$ cat src/rtl/vga_timing_pkg.sv
// rtl/vga_timing_pkg.sv - shared VGA timing defaults, derived totals and sync-window helpers
package vga_timing_pkg;

    localparam int CNT_W     = 12;
    localparam int CNT_LIMIT = 1 << CNT_W;

    localparam int DEF_H_ACTIVE = 640;
    localparam int DEF_H_FP     = 16;
    localparam int DEF_H_SYNC   = 96;
    localparam int DEF_H_BP     = 48;

    localparam int DEF_V_ACTIVE = 480;
    localparam int DEF_V_FP     = 10;
    localparam int DEF_V_SYNC   = 2;
    localparam int DEF_V_BP     = 33;

    function automatic int scan_total(input int act, input int fp, input int sync, input int bp);
        return act + fp + sync + bp;
    endfunction

    function automatic int sync_start(input int act, input int fp);
        return act + fp;
    endfunction

    function automatic int sync_end(input int act, input int fp, input int sync);
        return act + fp + sync;
    endfunction

    localparam int DEF_H_TOTAL      = scan_total(DEF_H_ACTIVE, DEF_H_FP, DEF_H_SYNC, DEF_H_BP);
    localparam int DEF_V_TOTAL      = scan_total(DEF_V_ACTIVE, DEF_V_FP, DEF_V_SYNC, DEF_V_BP);
    localparam int DEF_H_SYNC_START = sync_start(DEF_H_ACTIVE, DEF_H_FP);
    localparam int DEF_H_SYNC_END   = sync_end(DEF_H_ACTIVE, DEF_H_FP, DEF_H_SYNC);
    localparam int DEF_V_SYNC_START = sync_start(DEF_V_ACTIVE, DEF_V_FP);
    localparam int DEF_V_SYNC_END   = sync_end(DEF_V_ACTIVE, DEF_V_FP, DEF_V_SYNC);

    // Half-open window test done in int so a bound of 4096 is still representable.
    function automatic logic in_range(input logic [CNT_W-1:0] cnt, input int lo, input int hi);
        int c;
        c = int'(cnt);
        return (c >= lo) && (c < hi);
    endfunction

    typedef struct packed {
        logic [CNT_W-1:0] x;
        logic [CNT_W-1:0] y;
        logic             active;
        logic             hsync;
        logic             vsync;
    } scan_decode_t;

endpackage

$ cat src/rtl/scan_counter.sv
// rtl/scan_counter.sv - enabled modulo counter with combinational wrap flag
module scan_counter
    import vga_timing_pkg::*;
#(
    parameter int MODULUS = DEF_H_TOTAL
) (
    input  logic             clk,
    input  logic             reset,
    input  logic             en,
    output logic [CNT_W-1:0] count,
    output logic             wrap
);

    localparam logic [CNT_W-1:0] LAST = CNT_W'(MODULUS - 1);

    if (MODULUS < 1 || MODULUS > CNT_LIMIT) begin : g_bad_modulus
        $error("scan_counter: MODULUS out of 12-bit range");
    end

    // Wrap reflects the count alone so a downstream counter can chain on en & wrap.
    assign wrap = (count == LAST);

    always_ff @(posedge clk) begin
        if (reset) begin
            count <= '0;
        end else if (en) begin
            count <= wrap ? '0 : count + CNT_W'(1);
        end
    end

endmodule

$ cat src/rtl/vga_scan_gen.sv
// rtl/vga_scan_gen.sv - VGA raster scan generator with registered decode and frame counter
module vga_scan_gen
    import vga_timing_pkg::*;
#(
    parameter int H_ACTIVE = DEF_H_ACTIVE,
    parameter int H_FP     = DEF_H_FP,
    parameter int H_SYNC   = DEF_H_SYNC,
    parameter int H_BP     = DEF_H_BP,
    parameter int V_ACTIVE = DEF_V_ACTIVE,
    parameter int V_FP     = DEF_V_FP,
    parameter int V_SYNC   = DEF_V_SYNC,
    parameter int V_BP     = DEF_V_BP,
    parameter bit SYNC_ACT = 1'b0
) (
    input  logic        clk,
    input  logic        reset,
    input  logic        pix_en,
    output logic [11:0] x,
    output logic [11:0] y,
    output logic        active,
    output logic        hsync,
    output logic        vsync,
    output logic        line_start,
    output logic        frame_start,
    output logic [7:0]  frame_cnt
);

    localparam int H_TOTAL      = scan_total(H_ACTIVE, H_FP, H_SYNC, H_BP);
    localparam int V_TOTAL      = scan_total(V_ACTIVE, V_FP, V_SYNC, V_BP);
    localparam int H_SYNC_START = sync_start(H_ACTIVE, H_FP);
    localparam int H_SYNC_END   = sync_end(H_ACTIVE, H_FP, H_SYNC);
    localparam int V_SYNC_START = sync_start(V_ACTIVE, V_FP);
    localparam int V_SYNC_END   = sync_end(V_ACTIVE, V_FP, V_SYNC);
    localparam bit SYNC_IDLE    = ~SYNC_ACT;

    if (H_TOTAL > CNT_LIMIT || V_TOTAL > CNT_LIMIT) begin : g_bad_timing
        $error("vga_scan_gen: H_TOTAL/V_TOTAL exceed 12-bit counter range");
    end

    logic [CNT_W-1:0] h_cnt;
    logic [CNT_W-1:0] v_cnt;
    logic             h_wrap;
    logic             v_wrap;
    logic             v_en;
    logic             at_origin;
    logic             first_done;
    scan_decode_t     dec;

    assign v_en = pix_en & h_wrap;

    scan_counter #(.MODULUS(H_TOTAL)) u_h_cnt (
        .clk   (clk),
        .reset (reset),
        .en    (pix_en),
        .count (h_cnt),
        .wrap  (h_wrap)
    );

    scan_counter #(.MODULUS(V_TOTAL)) u_v_cnt (
        .clk   (clk),
        .reset (reset),
        .en    (v_en),
        .count (v_cnt),
        .wrap  (v_wrap)
    );

    always_comb begin
        dec        = '0;
        dec.x      = h_cnt;
        dec.y      = v_cnt;
        dec.active = in_range(h_cnt, 0, H_ACTIVE) && in_range(v_cnt, 0, V_ACTIVE);
        dec.hsync  = in_range(h_cnt, H_SYNC_START, H_SYNC_END) ? SYNC_ACT : SYNC_IDLE;
        dec.vsync  = in_range(v_cnt, V_SYNC_START, V_SYNC_END) ? SYNC_ACT : SYNC_IDLE;
    end

    // Tracks (h_cnt, v_cnt) == (0, 0) one step ahead, from the chained wrap flags.
    always_ff @(posedge clk) begin
        if (reset) begin
            at_origin <= 1'b1;
        end else if (pix_en) begin
            at_origin <= h_wrap & v_wrap;
        end
    end

    always_ff @(posedge clk) begin
        if (reset) begin
            x           <= '0;
            y           <= '0;
            active      <= 1'b0;
            hsync       <= SYNC_IDLE;
            vsync       <= SYNC_IDLE;
            line_start  <= 1'b0;
            frame_start <= 1'b0;
            frame_cnt   <= '0;
            first_done  <= 1'b0;
        end else begin
            line_start  <= 1'b0;
            frame_start <= 1'b0;
            if (pix_en) begin
                x           <= dec.x;
                y           <= dec.y;
                active      <= dec.active;
                hsync       <= dec.hsync;
                vsync       <= dec.vsync;
                line_start  <= (h_cnt == '0);
                frame_start <= at_origin;
                // The first frame after reset keeps frame_cnt at zero.
                if (at_origin) begin
                    first_done <= 1'b1;
                    if (first_done) begin
                        frame_cnt <= frame_cnt + 8'd1;
                    end
                end
            end
        end
    end

endmodule

$ cat config.mk
export PLATFORM = sky130hd
export DESIGN_NAME = vga_scan_gen
export DESIGN_NICKNAME = d
export VERILOG_FILES = /design/src/rtl/vga_timing_pkg.sv /design/src/rtl/scan_counter.sv /design/src/rtl/vga_scan_gen.sv
export SDC_FILE = /design/constraint.sdc
export NUM_CORES = 1
export LEC_CHECK = 0
export ABC_AREA = 1
export CAP_MARGIN = 25
export CELL_PAD_IN_SITES_DETAIL_PLACEMENT = 2
export CELL_PAD_IN_SITES_GLOBAL_PLACEMENT = 2
export CORE_ASPECT_RATIO = 1.2
export CORE_MARGIN = 2
export CORE_UTILIZATION = 29
export CTS_BUF_LIST = sky130_fd_sc_hd__clkbuf_4 sky130_fd_sc_hd__clkbuf_8
export CTS_CLUSTER_SIZE = 24
export DETAILED_ROUTE_END_ITERATION = 12
export PLACE_DENSITY_LB_ADDON = 0.1
export REMOVE_ABC_BUFFERS = 1
export SYNTH_ARGS = -nofsm -noshare
export SYNTH_HDL_FRONTEND = slang
export SYNTH_SLANG_ARGS = --single-unit
$ cat constraint.sdc
create_clock -name clk -period 1.3 [get_ports clk]
set_input_delay 0.39 -clock clk [delete_from_list [all_inputs] [get_ports clk]]
set_output_delay 0.39 -clock clk [all_outputs]
set_load 0.03 [all_outputs]
### Word-level counts from Yosys, hierarchy flattened

Cells that the tools add are included.

* logic and storage cells: 37
* register bits after elaboration: 63
* input bits: 3
* output and inout port bits: 37

* reductions and logical operators: 7
* add/sub/neg operators: 3
* bitwise gates (word level): 3
* equality and inequality tests: 2
* $lt $le $gt $ge: 6
* muxes and demuxes: 4

Operators by type and width (count)
* 12-bit by 1-bit adder with 12-bit output (second input constant): 2
* 12-bit by 10-bit == test with 1-bit output (second input constant): 2
* 12-bit by 10-bit < comparator with 1-bit output (second input constant): 2
* 12-bit by 9-bit < comparator with 1-bit output (second input constant): 2
* 12-bit 2-to-1 mux: 2
* 12-bit by 10-bit >= comparator with 1-bit output (second input constant): 1
* 12-bit by 9-bit >= comparator with 1-bit output (second input constant): 1
* 12-bit logical NOT: 1
* 8-bit by 1-bit adder with 8-bit output (second input constant): 1
* 1-bit logical AND: 3
* 3-bit AND reduction: 1
* 1-bit AND: 2
* 1-bit 2-to-1 mux: 2
* 2-bit AND reduction: 1
* 2-bit OR reduction: 1
* 1-bit NOT: 1

### Depth between registers and ports, before layout

Gate-level depths: netlist of the first run.

* word-level depth: 3
* depth in mapped cells: 9
* depth with buffers taken out: 9

### Modules after synthesis

From an unflattened synthesis of the first run, not the netlist that was laid out.

* cell total of the unflattened synthesis: 389
* area total of the unflattened synthesis: 2826.5 µm²

Modules (own cells, without submodules)
* vga_scan_gen: cells an instance 209, area an instance 1584.0 µm², times used 1
* scan_counter (u_v_cnt): cells an instance 101, area an instance 658.1 µm², times used 1
* scan_counter (u_h_cnt): cells an instance 79, area an instance 584.3 µm², times used 1

### Least setup slack after synthesis of the first run

No wires, ideal clock.

* path kind: reg2reg
* start point: register u_h_cnt.count[0]
* end point: register u_v_cnt.count[7]
* path slack: -0.026 ns
* stages on the path, launching flop included: 9
* data arrival time: 1.211 ns
* path buffers: 0
* clock period less this slack: 1.326 ns
* library setup time: 0.115 ns
* cells stage by stage: dfxtp_1 ha_1 nand3_1 nor2_1 nand3_2 nand2_4 nand2_4 nand2_1 nor2_1

* word-level cells in the longest chain between the ends: 2

RTL lines
* from (decl): line scan_counter.sv:10 `output logic [CNT_W-1:0] count,`
* from (signal assigned): line scan_counter.sv:27 `count <= wrap ? '0 : count + CNT_W'(1);`
* 12-bit by 10-bit == test with 1-bit output: line scan_counter.sv:21 `assign wrap = (count == LAST);`
* 1-bit AND: line vga_scan_gen.sv:49 `assign v_en = pix_en & h_wrap;`
* to (signal assigned): line scan_counter.sv:27
* to (decl): line scan_counter.sv:10

Every way passes these cells.
A chain may end at the register's enable or synchronous reset.

### Worst setup path after layout of the first run

* start point: register u_h_cnt.count[0]
* end point: register u_h_cnt.count[10]

* word-level cells in the longest chain between the ends: 2

RTL lines (line)
* 12-bit by 1-bit adder with 12-bit output / 12-bit by 10-bit == test with 1-bit output (equally long branches): scan_counter.sv:27, scan_counter.sv:21
* 12-bit 2-to-1 mux (*): scan_counter.sv:27

Every way passes the cells marked *; elsewhere a longest branch is shown, timed or not.

==> summary.md, run 1 <==
| Metric | Value |
|---|---|
| Outcome | `complete, but fails checks` |
| Number of synthesized flops with an enable pin | `0` |
| # diodes | `0` |
| Highest clock rate | `687 MHz` |
| Antenna-violating nets left | `0` |
| Slew @ Worst Pin | `0.360 ns` |
| Yosys cell types | `35` |
| Final Util | `45.9%` |
| GRT overflow | `0` |
| Initial drt markers | `76` |
| Critical path cell sequence | `ha_4 -> buf_6 -> nand2_4 -> nor2_4 -> nand4_1 -> or2_0 -> a21oi_1` |
| I/O Pins | `40` |
| Critical Path Max Stage Delay | `0.36 ns` |
| Sequential element share of the synthesized area | `43.4%` |
| Synthesis-to-layout area growth | `56.4%` |
| Final clock skew | `0.0113 ns` |
| Lkg Pwr | `1.94 nW` |
| Hold_buf cts | `0` |
| Die area | `10800 um2` |
| Final period util | `112%` |
| Critical-path top delay cell | `dfxtp_2` |
| Maximum vdd drop | `0.580 mV` |
| First-pass GRT wire length | `17.2 mm` |
| CP Data Arrival Time | `1.72 ns` |
| Setup crit start kind | `register` |
| DRC | `0` |
| Largest net degree at the start of global routing | `24` |
| Req. time, crit path | `1.56 ns` |
| Layout cells sized above 1 | `45.8%` |
| Clk_lat worst skew | `0.35 ns` |
| Longest Clk Path Bufs | `2` |
| Buf+Inv Stages, Crit Path | `1` |
| Failing checks | `setup timing` |
| Hold WC Path Type | `reg -> reg` |
| Vias/cell | `4.93` |
| Slew Viols, Final | `0` |
| CTS H-tree lvls | `3` |
| Input/output buffers | `39` |
| Async set or reset register ratio after synthesis | `0%` |
| Clock sinks | `63` |
| Crit path time final | `1.46 ns` |
| TritonCTS clock tree | `built` |
| Min Hold Slack | `0.475 ns` |
| All-Layer GR Usage | `20.9%` |
| Final Hold Fails | `0` |
| WS Path Type | `reg -> reg` |
| Die Ht | `114 um` |
| Synth Area per Inst | `7.27 um2` |
| Final setup vio count | `22` |
| CP top delay family | `simple AND/OR/NAND/NOR gates` |
| Core ar. | `9910 um2` |
| DR pass1 iterations | `4` |
| CTS clk-pin slew, worst paths | `0.08 ns` |
| Final net count | `516` |
| Setup ws final | `-0.156 ns` |
| Critical path peak fanout | `3` |
| Top_reg_cell synth | `dfxtp_1` |
| Initial antenna violation count | `0` |
| Initial Util | `29.3%` |
| RSZ-0062 raised after global routing | `true` |
| Slew headroom | `76.0%` |
| Row count | `40` |
| Vias in the first global route | `3415` |
| FF+latch count, synth | `63` |
| CTS buffer count | `9` |
| Gate Count Post-Synth | `400` |
| Routability congestion estimate | `0.832` |
| Final wirelength | `12.7 mm` |
| Synthesis Warnings | `0` |
| Die W | `95.4 um` |
| Max-cap violation count | `0` |
| R2r setup slk | `-0.16 ns` |
| Crit end category | `register` |
| Post-Synthesis Cell Area | `2910 um2` |
| Wire per inst | `19.9 um` |
| PwrDens | `1000 nW/um2` |
| Vias | `3153` |
| Dpl hpwl | `7.73 mm` |
| Clock root buffer | `clkbuf_8` |
cell usage in the layout (no fill, tap or decap), drive strengths merged, types with 5 or more instances in the layout:
cell / netlist / final
buf: 9 / 111
nand2: 84 / 84
dfxtp: 63 / 63
nor2: 60 / 60
inv: 43 / 43
a21oi: 42 / 42
o21ai: 28 / 28
nand3: 25 / 25
clkbuf: 6 / 11
nand4: 10 / 10
xor2: 6 / 6
ha: 5 / 5
state kept, by name (all words and copies together) (netlist names):
register       count
hsync              1
frame_start        1
at_origin          1
u_h_cnt.count     12
x                 12
active             1
first_done         1
frame_cnt          8
y                 12
u_v_cnt.count     12
line_start         1
vsync              1
worst reg2reg max path, delay by kind of cell, from the launching register on:
kind / cells / cell delay (ns)
simple gates: 4 / 0.60
fa+ha+maj: 1 / 0.16
compound gates: 1 / 0.15
buf+inv: 1 / 0.10
flops: 1 / 0.36
logic make-up (layout without fill, tap and decap cells):
family,Yosys count,in the layout,share of synthesized area (%)
AND/OR/NAND/NOR,189,189,30.1
AO/OA/AOI/OAI,76,76,13.6
flip-flops,63,63,43.4
buffers and inverters,59,172,8.35
XOR/XNOR,8,8,2.41
adder cells (fa/ha/maj),5,5,2.15
routing by layer:
metal	routed length, um	global-route usage (%)	up-vias
li1	-	-	1519
met1	4810	23.6	1575
met2	7310	38.3	39
met3	308	3.04	20
met4	263	9.05	0
met5	0	0	-
per-stage QoR:
step | worst slack, ns | cell area [um2] | std cells | setup TNS [ns] | power (mW)
3_3_place_gp | -0.222 | 3800 | 608 | -8.40 | 2.48
6_report | -0.156 | 4550 | 639 | -1.64 | 4.55
3_5_place_dp | -0.253 | 3800 | 608 | -10.04 | 2.50
4_1_cts | -0.0985 | 4180 | 631 | -0.850 | 4.55
5_1_grt | -0.240 | 4550 | 639 | -3.38 | 4.70
2_1_floorplan | -0.0353 | 2830 | 385 | -0.179 | 2.23
synthesized netlist by cell type (all sizes together) (2+ instances only):
master | count | area, um2
a211oi | 3 | 22.5
a21oi | 42 | 210
buf | 9 | 53.8
clkbuf | 6 | 22.5
dfxtp | 63 | 1260
ha | 5 | 62.6
inv | 43 | 161
nand2 | 84 | 343
nand3 | 25 | 135
nand4 | 10 | 77.6
nor2 | 60 | 253
nor3 | 4 | 20.0
nor3b | 2 | 20.0
o21ai | 28 | 140
xnor2 | 2 | 17.5
xor2 | 6 | 52.6
power by group:
group          leakage (nW)  switching (mW)  internal, mW  total, mW
clock network         0.112           0.878          1.18       2.06
registers             0.525          0.0363          1.98       2.01
logic                  1.30           0.283         0.196      0.480
total                  1.94            1.20          3.35       4.55
path summary, 6_finish.rpt:
kind,from,end,cells after the start
worst max-delay path,u_h_cnt.count[0],u_h_cnt.count[10],7
worst min-delay path,frame_cnt[3],frame_cnt[3],1
worst max register to register,u_h_cnt.count[0],u_h_cnt.count[10],7
worst min register to register,frame_cnt[3],frame_cnt[3],1
layout make-up:
| cell class | count | area [um2] |
|---|---|---|
| flip-flops and latches | 63 | 1300 |
| inverters | 44 | 180 |
| repair buffers | 112 | 982 |
| clock inverters | 5 | 80.1 |
| well taps | 126 | 158 |
| multi-input cells | 278 | 1700 |
| fillers | 1118 | 5360 |
| clock buffers | 11 | 151 |
repair_timing:
item,in CTS,in global routing
resized for setup,38,90
buffers inserted,8,8
endpoints found under the setup margin,29,33
pin swaps,12,25
Note: power is estimated with default switching activity, not from simulation.
==> run 2, diff against run 1 <==
Settings changed: GPL_TIMING_DRIVEN set to 1, SLEW_MARGIN set to 25.
==> results of run 2 <==
Same layout as run 1: the final DEF is identical, and so are final timing and power.
